[src/rtl/afifo_pkg.sv]
// afifo_pkg: shared pointer width, pointer type and Gray-encode helper for the async FIFO.
package afifo_pkg;
  localparam int ADDRSIZE_DEF = 4;
  typedef logic [ADDRSIZE_DEF:0] ptr_t;
  function automatic logic [31:0] bin2gray(input logic [31:0] b);
    return b ^ (b >> 1);
  endfunction
endpackage

[src/rtl/wptr_full_gray2bin.sv]
// gray2bin: combinational Gray-to-binary decoder of parameterised width.
module gray2bin #(
  parameter int W = 5
) (
  input  logic [W-1:0] g,
  output logic [W-1:0] b
);
  always_comb begin
    b = '0;
    for (int i = 0; i < W; i++) b[i] = ^(g >> i);
  end
endmodule

[src/rtl/wptr_full.sv]
// wptr_full: write-side pointer, full/free/overflow tracking of an async FIFO.
// Define AFIFO_ALMOST_FULL_EN to build the registered almost-full flag.
module wptr_full
  import afifo_pkg::*;
#(
  parameter int ADDRSIZE       = ADDRSIZE_DEF,
  parameter int ALMOST_FULL_TH = 2
) (
  input  logic                wclk,
  input  logic                wrst_n,
  input  logic                winc,
  input  logic [ADDRSIZE:0]   rptr_wclk,
  output logic [ADDRSIZE:0]   wptr,
  output logic [ADDRSIZE-1:0] waddr,
  output logic                wen,
  output logic                wfull,
  output logic                walmost_full,
  output logic [ADDRSIZE:0]   wfree,
  output logic                wovf
);
  localparam logic [ADDRSIZE:0] DEPTH = {1'b1, {ADDRSIZE{1'b0}}};
  logic [ADDRSIZE:0] wbin_q, wbin_d, wptr_q, wptr_d, wfree_q, wfree_d, rbin;
  logic              wfull_q, wfull_d, wovf_q, wovf_d;
  gray2bin #(.W(ADDRSIZE + 1)) u_rptr_dec (.g(rptr_wclk), .b(rbin));
  assign wen = winc & ~wfull_q;
  // Full compares the next Gray write pointer with the read pointer, top two bits inverted.
  always_comb begin
    wbin_d  = wbin_q + {{ADDRSIZE{1'b0}}, wen};
    wptr_d  = (ADDRSIZE + 1)'(bin2gray(32'(wbin_d)));
    wfull_d = wptr_d == {~rptr_wclk[ADDRSIZE:ADDRSIZE-1], rptr_wclk[ADDRSIZE-2:0]};
    wfree_d = DEPTH - (wbin_d - rbin);
    wovf_d  = wovf_q | (winc & wfull_q);
  end
  always_ff @(posedge wclk or negedge wrst_n) begin
    if (!wrst_n) begin
      wbin_q  <= '0;
      wptr_q  <= '0;
      wfull_q <= 1'b0;
      wfree_q <= DEPTH;
      wovf_q  <= 1'b0;
    end else begin
      wbin_q  <= wbin_d;
      wptr_q  <= wptr_d;
      wfull_q <= wfull_d;
      wfree_q <= wfree_d;
      wovf_q  <= wovf_d;
    end
  end
`ifdef AFIFO_ALMOST_FULL_EN
  logic walmost_q, walmost_d;
  assign walmost_d = wfree_d <= (ADDRSIZE + 1)'(ALMOST_FULL_TH);
  always_ff @(posedge wclk or negedge wrst_n) begin
    if (!wrst_n) walmost_q <= 1'b0;
    else walmost_q <= walmost_d;
  end
  assign walmost_full = walmost_q;
`else
  assign walmost_full = 1'b0;
`endif
  assign wptr  = wptr_q;
  assign waddr = wbin_q[ADDRSIZE-1:0];
  assign wfull = wfull_q;
  assign wfree = wfree_q;
  assign wovf  = wovf_q;
endmodule
[config.mk]
export PLATFORM = sky130hd
export DESIGN_NAME = wptr_full
export DESIGN_NICKNAME = d
export VERILOG_FILES = /design/src/rtl/afifo_pkg.sv /design/src/rtl/wptr_full_gray2bin.sv /design/src/rtl/wptr_full.sv
export SDC_FILE = /design/constraint.sdc
export NUM_CORES = 1
export LEC_CHECK = 0
export CAP_MARGIN = 20
export CORE_MARGIN = 4
export CORE_UTILIZATION = 49
export DETAILED_ROUTE_END_ITERATION = 10
export PLACE_DENSITY = 0.93
export SETUP_SLACK_MARGIN = 0.3
export SLEW_MARGIN = 20
export SYNTH_ARGS = -nofsm -noshare
export SYNTH_HDL_FRONTEND = slang
export SYNTH_SLANG_ARGS = --single-unit
export TNS_END_PERCENT = 10
[constraint.sdc]
create_clock -name wclk -period 3.9 [get_ports wclk]
set_input_delay 1.17 -clock wclk [delete_from_list [all_inputs] [get_ports wclk]]
set_output_delay 1.17 -clock wclk [all_outputs]
set_load 0.005 [all_outputs]
==> results of run 1 <==
state kept, by name, indices dropped and copies added, names as in the netlist:
register,count
wbin_q,5
wfree,5
wptr,4
wfull,1
wovf,1
through the flow:
step           setup slack (ns)  utilization (%)  hold WS (ns)
6_report                  0.384             73.9         0.461
5_1_grt                   0.328             73.9         0.481
4_1_cts                   0.368             73.4         0.466
3_5_place_dp              0.120             71.6         0.443
3_3_place_gp              0.198             71.6         0.438
2_1_floorplan             0.703                -         0.451
cell families after synthesis:
group           share of synthesized area (%)
xor+xnor                                 23.6
flops                                    46.1
fa+ha+maj                                15.2
compound gates                           7.04
simple gates                             4.60
buf+inv                                  3.02
other cells                             0.431
Yosys cell counts:
library cell	n	area share, %
dfstp_2	1	3.0
conb_1	1	0.43
nand2b_1	1	0.72
xor2_1	6	6.0
xnor2_1	13	13
dfrtp_1	15	43
nand4_1	1	0.72
xnor2_2	1	1.9
o2bb2ai_1	1	1.0
a21boi_0	1	0.86
a2111oi_2	1	1.7
nor2b_1	1	0.72
ha_1	9	13
xnor3_1	1	2.6
nand3_1	3	1.7
a21bo_2	1	1.1
buf_4	1	0.86
a21o_1	2	1.7
or3_1	1	0.72
a21oi_1	1	0.57
inv_1	5	2.2
fa_1	1	2.3
critical path, cell delays in order:
cell and delay (ns):
clkdlybuf4s50_1 0.47, nor2b_2 0.18, clkdlybuf4s50_1 0.52
final timing paths:
path	startpoint	endpoint	depth (start not counted)
min in group asynchronous	wrst_n	wfull	1
hold reg to reg	wovf	wovf	1
max in group asynchronous	wrst_n	wfree[2]	1
setup / recovery	winc	wen	3
setup reg to reg	wfull	wfree[4]	9
hold / removal	wovf	wovf	1
layout by cell type, fill, tap and decap left out, drive strengths merged:
| cell | netlist | final |
|---|---|---|
| clkbuf | 0 | 4 |
| o2bb2ai | 1 | 1 |
| xor2 | 6 | 6 |
| clkdlybuf4s50 | 0 | 24 |
| xnor3 | 1 | 1 |
| conb | 1 | 1 |
| fa | 1 | 1 |
| buf | 1 | 1 |
| nand3 | 3 | 3 |
| or3 | 1 | 1 |
| xnor2 | 14 | 14 |
| a21oi | 1 | 1 |
| a21o | 2 | 2 |
| inv | 5 | 5 |
| nor2b | 1 | 1 |
| nand2b | 1 | 1 |
| nand4 | 1 | 1 |
| a21bo | 1 | 1 |
| ha | 9 | 9 |
| a2111oi | 1 | 1 |
| a21boi | 1 | 1 |
| dfrtp | 15 | 15 |
| dfstp | 1 | 1 |
routing by layer:
layer  vias up  part of all wire, %  track usage [%]
li1        280                    -                -
met4         0                  1.7             10.1
met3         4                  5.9             2.96
met2        17                   53             26.1
met5         -                    0                0
met1       272                   39             15.6
power by group through the flow:
stage	Clock, uW	Combinational (uW)	Sequential, uW
global placement	0	665	322
floorplan	0	416	333
global route	104	767	338
CTS	96.3	700	324
finish	92.4	689	324
detailed placement	0	687	327
final cells by class:
cell class	count	area (sq um)	share of cell area (%)
clock buffer	4	26.3	2.23
inverter	5	18.8	1.59
multi-input combinational	46	453	38.5
sequential	16	402	34.1
tap	24	30.0	2.55
timing repair buffer	25	248	21.0
==> flow_summary_export.csv, run 1 <==
group,metric,value,unit
outcome,status,"finished, final reports clean",
clock_tree,root_buffer,"clkbuf_4",
placed_design,dpl-instance-area,1140,sq um
clock_tree,cts_tree,"done",
logic_synthesis,ys.warnings.count,0,
power_and_ir_drop,power.density,939,nW/um^2
timing,worst_pin_slew,0.710,ns
clock_tree,numCtsBuffers,3,
power_and_ir_drop,vdd_ir_drop_max,0.000530,V
clock_tree,cts_resized,1,
power_and_ir_drop,power.switching,408,uW
cells_and_area,final_cell_area,1180,sq um
hold_path,hold_class,"reg2reg",
logic_synthesis,yosysSeqAreaShare,46.1,%
power_and_ir_drop,p_sw_share,36.9,%
timing,finalSetupViolCount,0,
logic_synthesis,yosys_register_bits,16,
route,ant_nets,0,
placed_design,place.gp.congestion,0.728,
timing,fin_crit,3.52,ns
logic_synthesis,synth.distinct_cells,22,
cells_and_area,fin_nets,115,
timing,setup_tns,0,ns
grt,grt_pass1_wl,2730,microns
clock_tree,clock_latency,0.29,ns
logic_synthesis,syn_area_per_cell,12.8,sq um
timing,slew_headroom,52.5,%
timing,final.period_utilization,90.2,%
route,viasPerCell,4.78,
grt,track_usage,14.7,%
power_and_ir_drop,pwr-share-comb,62.4,%
placed_design,dp.cells,116,
critical_path,required,2.73,ns
logic_synthesis,syn_nets,86,
die,coreArea,1590,sq um
cells_and_area,finalNonFillerCells,120,
die,io_pins,26,
power_and_ir_drop,p_leak,0.000526,uW
power_and_ir_drop,p_int,698,uW
die,die_w,50.2,microns
cells_and_area,area_delta_synth_final,35.2,%
route,firstDrtPassIters,3,
timing,fmax,284,MHz
cells_and_area,antennaDiodeCount,0,
clock_tree,post_cts_buffers,0,
placed_design,dp_hpwl,1270,microns
timing,hold_viol_final,0,
route,drcViolationCount,0,
grt,grt_max_degree,17,
critical_path,criticalPathCategory,"in2out",
placed_design,numPortBuffers,24,
route,wl_per_cell,13.6,microns
critical_path,worst_ep_arrival_time,2.35,ns
route,wl,1630,microns
flow_run,cap_violations,0,
critical_path,end_kind,"output pin",
timing,finClkSkew,0.00714,ns
critical_path,path_max_fanout,3,
timing,rsz0062_at_grt,"false",
grt,antenna_found_initial,0,
logic_synthesis,netlist_area,871,sq um
logic_synthesis,netlist_instances,68,
clock_tree,clkSinkCount,16,
die,die-area,2520,sq um
cells_and_area,drive_gt1_share,10.4,%
cells_and_area,fillCellCount,109,
timing,slew_violations,0,
route,first_iter_violations,12,
power_and_ir_drop,total_power,1110,uW
clock_tree,clockBufferDepth,2,
clock_tree,clk_pin_slew,0.10,ns
critical_path,cp-start-kind,"primary input",
route,vias,573,
clock_tree,cts-hold-fix-buffers,0,
grt,grt_pass1_vias,624,
power_and_ir_drop,p_seq_share,29.3,%
critical_path,reg2reg_slack,1.48,ns
clock_tree,cts_max_level,1,
die,die_h,50.2,microns
die,rows,14,
die,initial_core_util,54.6,%
grt,grt_overflow_total,0,
power_and_ir_drop,pwr-share-clk,8.4,%
(Power assumes the default switching activity.)
==> inputs of run 2 (changes only) <==
--- a/config.mk
+++ b/config.mk
@@ -5,11 +5,12 @@
 export SDC_FILE = /design/constraint.sdc
 export NUM_CORES = 1
 export LEC_CHECK = 0
+export ABC_CLOCK_PERIOD_IN_PS = 3900
 export CAP_MARGIN = 20
 export CORE_MARGIN = 4
-export CORE_UTILIZATION = 49
+export CORE_UTILIZATION = 45
 export DETAILED_ROUTE_END_ITERATION = 10
-export PLACE_DENSITY = 0.93
+export PLACE_DENSITY = 0.87
 export SETUP_SLACK_MARGIN = 0.3
 export SLEW_MARGIN = 20
 export SYNTH_ARGS = -nofsm -noshare
==> run 2 against run 1 <==
Compared with the run above:
- maximum frequency grew 0.35%
- sequential power is essentially flat
- clock skew grew 0.0017 ns
- combinational power shrank 1%
- via count shrank 0.87%
- global-route usage shrank 2.1 points
- wire length shrank 9.4%
- final cell count grew 0.83%
- clock power shrank 2.4%
- non-clock buffer count is the same
- critical endpoint unchanged
- highest routed layer unchanged
==> flow_summary_export.csv, run 2 (synthesized netlist as in run 1, its figures left out) <==
group,metric,value,unit
timing,finClkSkew,0.00881,ns
power_and_ir_drop,total_power,1090,uW
die,die-area,2700,sq um
critical_path,path_cells,"clkdlybuf4s50_1 > nor2b_2 > clkdlybuf4s50_1",
die,coreArea,1780,sq um
route,wl,1480,microns
critical_path,required,2.73,ns
clock_tree,post_cts_buffers,0,
die,io_pins,26,
die,rows,15,
cells_and_area,drive_gt1_share,9.38,%
clock_tree,cts-hold-fix-buffers,0,
placed_design,dp.cells,117,
cells_and_area,area_delta_synth_final,34.5,%
placed_design,numPortBuffers,24,
route,drcViolationCount,0,
cells_and_area,layout_commonest_cell,"clkdlybuf4s50_1",
route,first_iter_violations,2,
critical_path,worst_ep_arrival_time,2.33,ns
timing,rsz0062_at_grt,"false",
power_and_ir_drop,p_int,699,uW
timing,slew_violations,0,
clock_tree,clockBufferDepth,2,
grt,grt_pass1_wl,2500,microns
timing,finalSetupViolCount,0,
cells_and_area,fillCellCount,142,
clock_tree,clock_latency,0.28,ns
clock_tree,numCtsBuffers,3,
critical_path,cp_top_family,"buffers and inverters",
grt,antenna_found_initial,0,
critical_path,slowest_stage,"clkdlybuf4s50_1",
cells_and_area,finalNonFillerCells,121,
grt,grt_max_degree,17,
timing,fin_crit,3.50,ns
timing,setup_tns,0,ns
critical_path,end_kind,"output pin",
die,die_h,52.0,microns
critical_path,cp-start-kind,"primary input",
timing,final.period_utilization,89.8,%
clock_tree,cts_tree,"done",
clock_tree,root_buffer,"clkbuf_4",
critical_path,criticalPathCategory,"in2out",
route,wl_per_cell,12.2,microns
cells_and_area,final_core_util,65.7,%
placed_design,place_ws,0.161,ns
placed_design,dp_hpwl,1200,microns
placed_design,place.gp.congestion,0.798,
cells_and_area,mostFrequentLayoutCells,"24 x clkdlybuf4s50_1, 15 x dfrtp_1, 13 x xnor2_1",
die,initial_core_util,48.8,%
route,vias,568,
timing,fmax,285,MHz
grt,grt_pass1_vias,570,
critical_path,path_buf_inv,2,
power_and_ir_drop,p_sw_share,36.0,%
route,firstDrtPassIters,4,
clock_tree,clkSinkCount,16,
critical_path,slowest_delay,0.52,ns
clock_tree,cts_max_level,1,
grt,track_usage,12.7,%
clock_tree,clk_pin_slew,0.10,ns
outcome,status,"finished, final reports clean",
die,die_w,52.0,microns
hold_path,hold_class,"reg2reg",
flow_run,cap_violations,0,
timing,worst_pin_slew,0.699,ns
power_and_ir_drop,vdd_ir_drop_max,0.000471,V
power_and_ir_drop,power.density,933,nW/um^2
timing,setup_slack,0.396,ns
power_and_ir_drop,p_leak,0.000521,uW
grt,grt_overflow_total,0,
critical_path,path_max_fanout,3,
critical_path,cp_common_cell,"clkdlybuf4s50_1",
power_and_ir_drop,pwr-share-comb,62.4,%
route,ant_nets,0,
cells_and_area,antennaDiodeCount,0,
power_and_ir_drop,pwr-share-clk,8.3,%
route,viasPerCell,4.69,
timing,slew_headroom,53.2,%
power_and_ir_drop,p_seq_share,29.4,%
cells_and_area,fin_nets,115,
power_and_ir_drop,power.switching,394,uW
timing,hold_viol_final,0,
## run 2: cell counts in the layout (fill, tap and decap cells not counted)
Identical to the previous run, type by type.
## run 2: routing by layer
layer	GRT usage, %	up-vias	part of all wire [%]	wire [microns]
li1	-	278	-	-
met3	2.58	2	4.9	73
met4	6.55	0	0.95	14
met2	19.9	16	49	722
met5	0	-	0	0
met1	16.4	272	45	666
## run 2: timing repair
action	CTS	global route
resized for setup	0	1
setup endpoints to repair	0	1
endpoints found under the hold margin	0	0
## run 2: per-stage QoR
stage | cell area, sq um | hold slack [ns]
CTS | 1170 | 0.469
floorplan | 871 | 0.451
global route | 1170 | 0.500
finish | 1170 | 0.463
global placement | 1140 | 0.438
detailed placement | 1140 | 0.447
## run 2: worst reg2reg max path, stage by stage, from the launching register on
cell and delay (ns):
dfrtp_1 0.39, nor2b_2 0.07, ha_1 0.19, ha_1 0.22, xnor2_2 0.27, ha_1 0.32, ha_1 0.31, a21o_1 0.18
a21oi_1 0.17, xnor3_1 0.23
## run 2: area by class of cell
type	count	area (sq um)	share of cell area (%)
Multi-Input combinational cell	46	445	38.0
Clock buffer	4	26.3	2.24
Sequential cell	16	402	34.3
Tap cell	25	31.3	2.67
Inverter	5	18.8	1.60
Timing Repair Buffer	25	248	21.2
## run 2: power by group through the flow
stage                     Clock, uW  Combinational (uW)  Sequential, uW
after floorplan                   0                 416             333
after global placement            0                 669             322
after detailed placement          0                 687             327
after CTS                      92.7                 695             322
after global routing            101                 757             338
final                          90.2                 682             321
## run 2: path summary, 6_finish.rpt
path,from,to,slack [ns],cells past startpoint
setup / recovery,winc,wen,0.40,3
hold / removal,wovf,wovf,0.46,1
setup reg to reg,wfull,wfree[4],1.50,9
hold reg to reg,wovf,wovf,0.46,1
max in group asynchronous,wrst_n,wfree[1],2.15,1
min in group asynchronous,wrst_n,wbin_q[2],1.30,1
